==> config.mk <==
export PLATFORM = sky130hd
export DESIGN_NAME = plab5_mcore_mem_copy_engine
export DESIGN_NICKNAME = d
export VERILOG_FILES = /design/src/rtl/plab5_mcore_mem_copy_engine_pkg.sv /design/src/rtl/plab5_mcore_mem_copy_engine_msg.sv /design/src/rtl/plab5_mcore_mem_copy_engine.sv
export SDC_FILE = /design/constraint.sdc
export NUM_CORES = 1
export LEC_CHECK = 0
export ABC_AREA = 1
export BUFFER_PORTS_ARGS = -buffer_cell sky130_fd_sc_hd__buf_2
export CORE_MARGIN = 4
export CORE_UTILIZATION = 51
export DETAILED_ROUTE_END_ITERATION = 10
export PLACE_DENSITY = 0.78
export SLEW_MARGIN = 10
export SYNTH_ARGS = -nofsm -noshare
export SYNTH_HDL_FRONTEND = slang
export SYNTH_SLANG_ARGS = --single-unit
==> constraint.sdc <==
create_clock -name clk -period 3.7 [get_ports clk]
set_clock_uncertainty 0.15 [all_clocks]
set_input_delay 0.37 -clock clk [delete_from_list [all_inputs] [get_ports clk]]
set_output_delay 0.37 -clock clk [all_outputs]
set_load 0.02 [all_outputs]
==> src/rtl/plab5_mcore_mem_copy_engine_pkg.sv <==
// rtl/plab5_mcore_mem_copy_engine_pkg.sv - memory message type codes, field widths and copy FSM states
package plab5_mcore_mem_copy_engine_pkg;

    localparam logic [2:0] c_mem_type_read       = 3'd0;
    localparam logic [2:0] c_mem_type_write      = 3'd1;
    localparam logic [2:0] c_mem_type_write_init = 3'd2;
    localparam logic [2:0] c_mem_type_amo_add    = 3'd3;
    localparam logic [2:0] c_mem_type_amo_and    = 3'd4;
    localparam logic [2:0] c_mem_type_amo_or     = 3'd5;

    localparam int c_mem_type_nbits = 3;
    localparam int c_mem_len_nbits  = 2;

    // Request control is type, opaque, addr, len from MSB to LSB
    function automatic int req_cnbits(input int opaque_nbits, input int addr_nbits);
        return c_mem_type_nbits + opaque_nbits + addr_nbits + c_mem_len_nbits;
    endfunction

    // Response control is type, opaque, len from MSB to LSB
    function automatic int resp_cnbits(input int opaque_nbits);
        return c_mem_type_nbits + opaque_nbits + c_mem_len_nbits;
    endfunction

    typedef enum logic [2:0] {
        ST_IDLE    = 3'd0,
        ST_RD_REQ  = 3'd1,
        ST_RD_WAIT = 3'd2,
        ST_WR_REQ  = 3'd3,
        ST_WR_WAIT = 3'd4,
        ST_DONE    = 3'd5
    } copy_state_e;

endpackage

==> src/rtl/plab5_mcore_mem_copy_engine_msg.sv <==
// rtl/plab5_mcore_mem_copy_engine_msg.sv - memory request control pack and response control unpack
module plab5_mcore_mem_copy_engine_req_pack
    import plab5_mcore_mem_copy_engine_pkg::*;
#(
    parameter int p_opaque_nbits = 8,
    parameter int p_addr_nbits   = 32,
    localparam int c_req_cnbits  = req_cnbits(p_opaque_nbits, p_addr_nbits)
) (
    input  logic [2:0]                msg_type,
    input  logic [p_opaque_nbits-1:0] opaque,
    input  logic [p_addr_nbits-1:0]   addr,
    input  logic [1:0]                len,
    output logic [c_req_cnbits-1:0]   control
);

    assign control = {msg_type, opaque, addr, len};

endmodule

module plab5_mcore_mem_copy_engine_resp_unpack
    import plab5_mcore_mem_copy_engine_pkg::*;
#(
    parameter int p_opaque_nbits = 8,
    localparam int c_resp_cnbits = resp_cnbits(p_opaque_nbits)
) (
    input  logic [c_resp_cnbits-1:0]  control,
    output logic [2:0]                msg_type,
    output logic [p_opaque_nbits-1:0] opaque,
    output logic [1:0]                len
);

    assign {msg_type, opaque, len} = control;

endmodule

==> src/rtl/plab5_mcore_mem_copy_engine.sv <==
// rtl/plab5_mcore_mem_copy_engine.sv - block copy engine issuing one read/write memory request at a time
module plab5_mcore_mem_copy_engine
    import plab5_mcore_mem_copy_engine_pkg::*;
#(
    parameter int p_opaque_nbits = 8,
    parameter int p_addr_nbits   = 32,
    parameter int p_data_nbits   = 32,
    parameter int p_cnt_nbits    = 16,
    localparam int c_req_cnbits  = req_cnbits(p_opaque_nbits, p_addr_nbits),
    localparam int c_resp_cnbits = resp_cnbits(p_opaque_nbits)
) (
    input  logic                     clk,
    input  logic                     reset,
    input  logic                     cmd_val,
    output logic                     cmd_rdy,
    input  logic [p_addr_nbits-1:0]  cmd_src,
    input  logic [p_addr_nbits-1:0]  cmd_dst,
    input  logic [p_cnt_nbits-1:0]   cmd_nwords,
    input  logic                     cmd_domain,
    output logic                     done_val,
    input  logic                     done_rdy,
    output logic [p_cnt_nbits-1:0]   done_count,
    output logic                     done_err,
    output logic                     memreq_val,
    input  logic                     memreq_rdy,
    output logic [c_req_cnbits-1:0]  memreq_control,
    output logic [p_data_nbits-1:0]  memreq_data,
    output logic                     memreq_domain,
    input  logic                     memresp_val,
    output logic                     memresp_rdy,
    input  logic [c_resp_cnbits-1:0] memresp_control,
    input  logic [p_data_nbits-1:0]  memresp_data,
    input  logic                     memresp_domain
);

    copy_state_e state, state_next;

    logic [p_addr_nbits-1:0]   src_addr;
    logic [p_addr_nbits-1:0]   dst_addr;
    logic [p_cnt_nbits-1:0]    nwords;
    logic [p_cnt_nbits-1:0]    idx;
    logic [p_cnt_nbits-1:0]    idx_inc;
    logic                      domain;
    logic                      err;
    logic [p_data_nbits-1:0]   data_buf;

    logic [2:0]                req_type;
    logic [p_addr_nbits-1:0]   req_addr;
    logic [p_addr_nbits-1:0]   word_off;
    logic [2:0]                resp_type;
    logic [p_opaque_nbits-1:0] resp_opaque;
    logic [1:0]                resp_len;
    logic                      unused_resp;

    // Word index is p_cnt_nbits wide, so a full-range count never overflows it
    assign idx_inc  = idx + 1'b1;
    assign word_off = p_addr_nbits'({idx, 2'b00});

    // Address arithmetic wraps silently modulo 2^p_addr_nbits
    assign req_type      = (state == ST_WR_REQ) ? c_mem_type_write : c_mem_type_read;
    assign req_addr      = ((state == ST_WR_REQ) ? dst_addr : src_addr) + word_off;
    assign memreq_data   = (state == ST_WR_REQ) ? data_buf : '0;
    assign memreq_domain = domain;

    assign done_count = idx;
    assign done_err   = err;

    plab5_mcore_mem_copy_engine_req_pack #(
        .p_opaque_nbits (p_opaque_nbits),
        .p_addr_nbits   (p_addr_nbits)
    ) u_req_pack (
        .msg_type (req_type),
        .opaque   (idx[p_opaque_nbits-1:0]),
        .addr     (req_addr),
        .len      (2'b00),
        .control  (memreq_control)
    );

    plab5_mcore_mem_copy_engine_resp_unpack #(
        .p_opaque_nbits (p_opaque_nbits)
    ) u_resp_unpack (
        .control  (memresp_control),
        .msg_type (resp_type),
        .opaque   (resp_opaque),
        .len      (resp_len)
    );

    // Response domain is deliberately ignored: denied data is copied as returned
    assign unused_resp = ^{memresp_domain, resp_opaque, resp_len};

    // State register
    always_ff @(posedge clk) begin
        if (reset) state <= ST_IDLE;
        else       state <= state_next;
    end

    // Next-state and handshake outputs
    always_comb begin
        state_next  = state;
        cmd_rdy     = 1'b0;
        done_val    = 1'b0;
        memreq_val  = 1'b0;
        memresp_rdy = 1'b0;
        case (state)
            ST_IDLE: begin
                cmd_rdy = 1'b1;
                if (cmd_val) state_next = (cmd_nwords == '0) ? ST_DONE : ST_RD_REQ;
            end
            ST_RD_REQ: begin
                memreq_val = 1'b1;
                if (memreq_rdy) state_next = ST_RD_WAIT;
            end
            ST_RD_WAIT: begin
                memresp_rdy = 1'b1;
                if (memresp_val) state_next = ST_WR_REQ;
            end
            ST_WR_REQ: begin
                memreq_val = 1'b1;
                if (memreq_rdy) state_next = ST_WR_WAIT;
            end
            ST_WR_WAIT: begin
                memresp_rdy = 1'b1;
                if (memresp_val) state_next = (idx_inc == nwords) ? ST_DONE : ST_RD_REQ;
            end
            ST_DONE: begin
                done_val = 1'b1;
                if (done_rdy) state_next = ST_IDLE;
            end
            default: state_next = ST_IDLE;
        endcase
    end

    // Command latch, read-data buffer, word index and error flag
    always_ff @(posedge clk) begin
        if (reset) begin
            src_addr <= '0;
            dst_addr <= '0;
            nwords   <= '0;
            domain   <= 1'b0;
            idx      <= '0;
            err      <= 1'b0;
            data_buf <= '0;
        end else begin
            case (state)
                ST_IDLE: begin
                    if (cmd_val) begin
                        src_addr <= cmd_src;
                        dst_addr <= cmd_dst;
                        nwords   <= cmd_nwords;
                        domain   <= cmd_domain;
                        idx      <= '0;
                        err      <= 1'b0;
                    end
                end
                ST_RD_WAIT: begin
                    if (memresp_val) begin
                        data_buf <= memresp_data;
                        if (resp_type != c_mem_type_read) err <= 1'b1;
                    end
                end
                ST_WR_WAIT: begin
                    if (memresp_val) begin
                        idx <= idx_inc;
                        if (resp_type != c_mem_type_write) err <= 1'b1;
                    end
                end
                default: ;
            endcase
        end
    end

    a_inputs_known: assert property (@(posedge clk) disable iff (reset)
        !$isunknown({memreq_rdy, memresp_val, cmd_val, done_rdy}));

    a_resp_in_wait: assert property (@(posedge clk) disable iff (reset)
        memresp_val |-> memresp_rdy);

endmodule
# Word level (Yosys, flattened, before mapping)
# Index checks and enable logic that the tools add are counted.
# classes
add_sub_neg,2
n_eq_ne,15
n_mux,25
reduce_logical,12
# ops
cell,n
$mux W32,2
$add A32 B18 Y32,1
$mux W16,2
$pmux W16 S2,1
$mux W3,8
$pmux W3 S6,1
$add A16 B1 Y16 const B,1
$eq A16 B16 Y1,1
$logic_not A16 Y1,1
$ne A2 B2 Y1 const B,8
$reduce_and A6 Y1,2
$mux W1,10
$eq A3 B2 Y1 const B,2
$eq A3 B3 Y1 const B,2
$reduce_bool A3 Y1,2
$reduce_and A2 Y1,2
$reduce_or A2 Y1,2
$eq A3 B1 Y1 const B,1
$logic_not A3 Y1,1
$ne A3 B1 Y1 const B,1
$pmux W1 S3,1
$reduce_and A3 Y1,1
$reduce_bool A2 Y1,1
# word_totals
register_bits,133
out_inout_bits,99

# Depth between registers and ports, before layout
# Gate-level depths: netlist of the first run.
# depth
depth_word,5
mapped_depth,19

# Modules after synthesis
# A second synthesis of the first run with hierarchy kept.
# unflattened
hier_cells,1100
area_unflattened_um2,7488.4
# by_module_without_submodules
mod,instances,cells_per_inst,area_each_um2,seq_area_each_um2
plab5_mcore_mem_copy_engine,1,1042,7053.0,2662.6
plab5_mcore_mem_copy_engine_req_pack,1,45,337.8,0.0
plab5_mcore_mem_copy_engine_resp_unpack,1,13,97.6,0.0

# Worst setup path before layout of the first run
# Ideal clock, no wire load.
# synth_timing
path_kind,register to output
from,register state[0]
to,output port memreq_control[31]
arrival_time_ps,2908
required_time_ps,3180
slack_ps,272
stages_incl_launch_ff,18
n_path_buf,3
cell_sequence,dfxtp_1 > nand3_4 > buf_6 > buf_2 > clkbuf_1 > nand2_1 > o21ai_0 > ha_1 > a21oi_1 > nand2_1 > a21oi_1 > o21ai_0 > nand3_1 > nand2_1 > nand2_1 > nand2_1 > nand2_1 > xnor2_1
# synth_between
elab_chain_len,3
# synth_rtl
item,line_no,text
from (decl),plab5_mcore_mem_copy_engine.sv:36,"copy_state_e state, state_next;"
from (signal assigned),plab5_mcore_mem_copy_engine.sv:94,else state <= state_next;
$eq A3 B2 Y1,plab5_mcore_mem_copy_engine.sv:61,assign req_addr = ((state == ST_WR_REQ) ? dst_addr : src_addr) + word_off;
$mux W32,plab5_mcore_mem_copy_engine.sv:61,
$add A32 B18 Y32,plab5_mcore_mem_copy_engine.sv:61,
to (decl),plab5_mcore_mem_copy_engine.sv:26,"output logic [c_req_cnbits-1:0] memreq_control,"
# No other way between the ends.

# Worst setup path in the final report of the first run
# layout_timing
from,register state[2]
to,output port memreq_control[30]
# Same word-level chain as after synthesis.

==> metrics.cfg, run 1 <==
[detailed_routing]
via_count=7631
wl_per_cell_um=15.1
antenna_left=0
drt_iter0_drc=486
first_pass_iters=5
finalWirelength_mm=21.8
drcViolationCount=0
vias_per_cell=5.29

[sta]
whs_ps=38.1
fin_crit_sh_pct=97.8
setup_viol=0
final-max-slew-violation-count=0
period_minus_slack_ps=3620
max_slew_margin_pct=25.9
fmax_ghz=0.276
max_slew.worst_pin.slew_ps=1110
rsz0062_at_grt=yes
hold_viol=0

[power_and_ir_drop]
pwr-share-clk_pct=34.1
intPower_uw=3360
switching_power_uw=1890
p_sw_share_pct=36.0
ir_drop_mv=0.393
p_per_area_nw_per_um2=580
seqPwrFrac_pct=35.2
power.leakage_uw=0.00413
combPwrFrac_pct=30.7

[floorplanning]
die_h_um=126
core_sq_um=13500
io_pins=232
rows=42
start_util_pct=52.9
die_x_um=126
die_area_sq_um=16000

[place]
dp_hpwl_mm=15.3
dp.cells=1399
port_buffers=216
routabilityCongestion=0.907
dpl-instance-area_sq_um=8250

[finish]
regArea_sq_um=2670
finalInstanceArea_sq_um=9060
nets=1403
fillers=1214
multiInputGateArea_sq_um=3840
drive_above_1_share_pct=24.0
finish.utilization_pct=67.1
synthToLayoutAreaGrowth_pct=26.7
layout.cells.non_filler=1442

[setup_path]
cp.arrival_ps=3100
crit_fanout=5
crit_path_start=state[2]
rr_startpoint=done_count[1]
crit_chain=inv_4 > nand3_2 > o21ai_1 > ha_1 > a21oi_1 > o21ai_0 > a21oi_1 > nand2_1 > a21oi_2 > o21bai_2 > nand2_1 > xor2_1 > buf_2
crit_family=compound AO/OA/AOI/OAI gates
critPathRequiredTime_ps=3180
setup.worst_path.class=flip-flop to output pin
cp_num_buf_inv=2
crit_slowest_cell=dfxtp_2
worst_setup_path_start_kind=flip-flop
slowest_delay_ps=360
crit_path_end_kind=output pin

[global_route]
grt_start_max_net_pins=79
grt_pass1_wl_mm=34.0
grt_pass1_vias=7015
grt_overflow=0
antenna_found_initial=3
track_usage_pct=26.1

[logic_synthesis]
synth_cell_type_count=41
synth-seq-cells=133
avgSynthCellArea_sq_um=6.76
synth_top_area_cell=dfxtp_1
synth_area_sq_um=7150
synth_edf_count=0
synth_ff_type=dfxtp_1
yosysWarnings=0
yosysMostFrequentCell=nand2_1
synth_common_cells=nand2_1 (241), a21oi_1 (155), dfxtp_1 (133)
synth_seq_area_share_pct=37.2
synthCells=1058
async_reset_ff_share_pct=0
synth.area.top_cells=dfxtp_1 (37%), nand2_1 (13%), a21oi_1 (11%), o21ai_0 (8.0%), inv_1 (6.1%)
synth_top_cell_area_share_pct=37.2

[clocking]
numCtsBuffers=17
clkTransAtPathRegs_ps=60
clock-root-buffer=clkbuf_16
clock_path_buffers=2
hold_buffers=0
htree_levels=4
cts_tree=yes
clock-sinks=133
clk_latency_ps=420

[hold_path]
worstHoldStart=cmd_src[1]
hp-class=input pin to flip-flop

[outcome]
run_status=finished, final reports clean

[flow_run]
drv_cap=0

[layout make-up]
cell class / instances / share of cell area [%]
clock buffers: 20 / 5.04
diodes: 1 / 0.0276
multi-input cells: 746 / 42.3
well taps: 176 / 2.43
repair buffers: 232 / 13.7
inverters: 122 / 5.08
clock inverters: 12 / 1.85
flip-flops and latches: 133 / 29.5
[per-layer routing]
metal	global-route usage, %	vias to the layer above	wire [um]
met2	43.1	285	10300
met1	33.0	3479	9090
met5	0	-	23
met3	7.78	33	1980
met4	8.01	4	378
li1	-	3830	-
[flip-flops by register name (all words and copies together) (netlist names)]
register	flops
src_addr	32
state	3
dst_addr	32
nwords	16
data_buf	32
done_err	1
memreq_domain	1
done_count	16
[power groups by stage]
| stage | combinational [uW] | sequential, uW | clock [uW] |
|---|---|---|---|
| CTS | 1580 | 1830 | 1800 |
| finish | 1610 | 1850 | 1790 |
| global placement | 1510 | 1840 | 0 |
| global route | 1800 | 1870 | 1880 |
| floorplan | 1120 | 1830 | 0 |
| detailed placement | 1540 | 1850 | 0 |
[cells in the final DEF (no fill, tap or decap), types with 12 or more instances in the layout]
| master | n |
|---|---|
| nand2_1 | 239 |
| buf_2 | 214 |
| a21oi_1 | 151 |
| dfxtp_1 | 130 |
| inv_1 | 115 |
| o21ai_0 | 102 |
| nor2_1 | 79 |
| nand3_1 | 44 |
| xor2_1 | 21 |
| clkbuf_16 | 17 |
| ha_1 | 16 |
| buf_4 | 16 |
| o21ai_1 | 15 |
| nand4_1 | 12 |
[cells by family (layout without fill, tap and decap cells)]
group           after synthesis  count (layout)  share of synthesized area (%)
buf+inv                     184             386                           10.5
xor+xnor                     35              35                           4.87
other cells                   1               5                         0.0525
fa+ha+maj                    18              18                           3.26
simple gates                398             400                           23.1
compound gates              289             289                           21.0
flops                       133             133                           37.2
[worst min-delay path: stages]
cell and delay [ps]:
buf_2 90, nand2_1 50, a21oi_1 50
[through the flow]
stage | setup TNS (ps) | setup slack [ps] | total power [uW]
6_report | 0 | 82.9 | 5250
3_3_place_gp | 0 | 283 | 3360
5_1_grt | -188 | -48.8 | 5550
3_5_place_dp | 0 | 204 | 3390
4_1_cts | -105 | -52.0 | 5220
2_1_floorplan | 0 | 272 | 2950
[path summary, 6_finish.rpt]
| check | cells after the start | end | slack [ps] |
|---|---|---|---|
| worst min register to register | 2 | dst_addr[28] | 300 |
| worst max-delay path | 13 | memreq_control[30] | 80 |
| worst min-delay path | 3 | src_addr[1] | 40 |
| worst max register to register | 13 | state[2] | 1090 |
[repair_timing]
action                                  4_1_cts  5_1_grt
cloned                                        2        1
pin swaps                                     2        5
resized for setup                             9       24
buffers inserted                              3        4
endpoints found under the setup margin       16       16
No activity file was read; power rests on OpenSTA's default activity.
==> run 2: changes to the inputs <==
--- a/config.mk
+++ b/config.mk
@@ -11,6 +11,7 @@
 export CORE_UTILIZATION = 51
 export DETAILED_ROUTE_END_ITERATION = 10
 export PLACE_DENSITY = 0.78
+export REMOVE_ABC_BUFFERS = 1
 export SLEW_MARGIN = 10
 export SYNTH_ARGS = -nofsm -noshare
 export SYNTH_HDL_FRONTEND = slang
==> metrics.cfg, run 2 (synthesis results as in run 1) <==
[clocking]
clock-root-buffer=clkbuf_16
cts_tree=yes
numCtsBuffers=17  ; unchanged
clock_path_buffers=2  ; unchanged
clk_latency_ps=410  ; about the same
clkTransAtPathRegs_ps=60  ; about the same
htree_levels=4  ; unchanged
hold_buffers=0  ; unchanged
clock-sinks=133  ; unchanged

[global_route]
antenna_found_initial=0  ; -3
grt_start_max_net_pins=76  ; -3.8%
grt_overflow=0  ; unchanged
grt_pass1_vias=6732  ; -4.0%
grt_pass1_wl_mm=31.7  ; -6.7%
track_usage_pct=23.9  ; -2.2 points

[finish]
nets=1412  ; +0.64%
antennaDiodeCount=0  ; -1
mostFrequentLayoutCells=nand2_1 (237), buf_2 (214), a21oi_1 (148)
final_common_cell=nand2_1
drive_above_1_share_pct=24.5  ; +0.56 points
finalInstanceArea_sq_um=9090  ; +0.33%
largestRegisters=data_buf x32, dst_addr x32, src_addr x32
synthToLayoutAreaGrowth_pct=27.1

[setup_path]
cp.arrival_ps=3050  ; -50 ps
setup.worst_path.class=flip-flop to output pin
critPathRequiredTime_ps=3180  ; about the same
worst_setup_path_start_kind=flip-flop
reg2regPathDepth=13  ; unchanged
crit_path_end_kind=output pin
reg2reg_to=state[2]
r2r_slack_ps=1010  ; -80 ps
rr_startpoint=done_count[1]
crit_fanout=11  ; +6

[sta]
max_slew_margin_pct=24.7  ; -1.2 points
final-max-slew-violation-count=0  ; unchanged
setup_viol=0  ; unchanged
hold_viol=0  ; unchanged
max_slew.worst_pin.slew_ps=1130  ; +20.0 ps
fmax_ghz=0.280  ; +1.4%
period_minus_slack_ps=3570  ; -51.5 ps
fin_crit_sh_pct=96.4  ; -1.4 points
whs_ps=48.8  ; +10.8 ps

[floorplanning]
core_sq_um=13500  ; unchanged
rows=42  ; unchanged
die_x_um=126  ; unchanged
start_util_pct=52.9  ; unchanged
die_area_sq_um=16000  ; unchanged
io_pins=232  ; unchanged
die_h_um=126  ; unchanged

[detailed_routing]
drt_iter0_drc=426  ; -12%
first_pass_iters=5  ; unchanged
via_count=7495  ; -1.8%
vias_per_cell=5.17  ; -2.3%
wl_per_cell_um=14.0  ; -7.2%
antenna_left=0  ; unchanged
drcViolationCount=0  ; unchanged
finalWirelength_mm=20.3  ; -6.8%

[power_and_ir_drop]
combPwrFrac_pct=31.7  ; +1.0 points
switching_power_uw=1780  ; -5.7%
total_power_uw=5090  ; -3.2%
power.leakage_uw=0.00416  ; +0.89%
ir_drop_mv=0.361  ; -8.1%
intPower_uw=3300  ; -1.8%
p_sw_share_pct=35.1  ; -0.94 points
seqPwrFrac_pct=36.0  ; +0.8 points
pwr-share-clk_pct=32.4  ; -1.7 points
p_per_area_nw_per_um2=560  ; -3.5%

[hold_path]
hp-class=input pin to flip-flop
worstHoldStart=cmd_src[2]
hold_depth=3  ; unchanged
worst_hold_path.endpoint=src_addr[2]

[outcome]
run_status=finished, final reports clean

[place]
dp_hpwl_mm=14.2  ; -7.4%
dpl-instance-area_sq_um=8250  ; about the same
port_buffers=216  ; unchanged
routabilityCongestion=0.934  ; +3.0%

[flow_run]
drv_cap=0  ; unchanged

-- run 2: cell count changes in the layout (fill, tap and decap cells not counted), moves of 3 or more --
cell,change
buf_4,+7
a21oi_2,+3
inv_6,-3
a21oi_1,-3
o21ai_1,-5
o21ai_0,+5
-- run 2: cell type report --
type | instances | area (sq um)
multi-input cells | 745 | 3820
inverters | 122 | 460
well taps | 176 | 220
clock inverters | 8 | 100
clock buffers | 23 | 478
repair buffers | 242 | 1350
fillers | 1233 | 4420
flip-flops and latches | 133 | 2670
-- run 2: repair_timing --
item | in CTS | in global routing
setup endpoints to repair | 11 | 18
gates resized for setup | 6 | 25
pin swaps | 0 | 11
gates cloned | 0 | 3
endpoints found under the hold margin | 0 | 0
buffers inserted | 0 | 15
-- run 2: worst max-delay path, stage by stage (launching register included) --
cell	delay, ps
dfxtp_2	350
inv_4	90
nand3_4	140
buf_12	180
nand2_1	50
o21ai_0	90
ha_1	390
nand2_2	110
nor2_4	130
nand4_1	100
o21ai_2	260
nand2_1	100
nand2_2	100
a21o_1	160
xor2_1	190
buf_2	200
-- run 2: worst max path at each step --
stage,depth (start not counted),start,endpoint,slack [ps]
global placement,15,state[2],memreq_control[21],260
floorplan,8,state[0],done_count[0],-1110
detailed placement,15,state[2],memreq_control[21],220
global route,14,state[2],memreq_control[32],-30
finish,15,state[2],memreq_control[21],130
CTS,15,state[2],memreq_control[21],4
-- run 2: layer usage --
| layer | GRT usage, % | part of all wire [%] | vias up |
|---|---|---|---|
| met5 | 0 | 0 | - |
| met4 | 6.62 | 1.2 | 0 |
| met3 | 7.02 | 8.0 | 21 |
| met2 | 39.5 | 47 | 246 |
| met1 | 30.6 | 43 | 3390 |
| li1 | - | - | 3838 |
-- run 2: power groups by stage --
stage | Clock [uW] | Sequential, uW | Combinational (uW)
4_1_cts | 1670 | 1820 | 1540
6_report | 1650 | 1830 | 1610
2_1_floorplan | 0 | 1830 | 1050
5_1_grt | 1740 | 1860 | 1800
3_5_place_dp | 0 | 1850 | 1530
3_3_place_gp | 0 | 1840 | 1520
-- run 2: stage by stage --
step	setup WS, ps	std cells	util [%]	TNS, ps
6_report	134	1449	67.3	0
3_5_place_dp	218	1400	61.1	0
4_1_cts	3.69	1431	65.4	0
3_3_place_gp	260	1400	61.1	0
5_1_grt	-30.0	1449	67.3	-114
2_1_floorplan	-1110	999	-	-31810
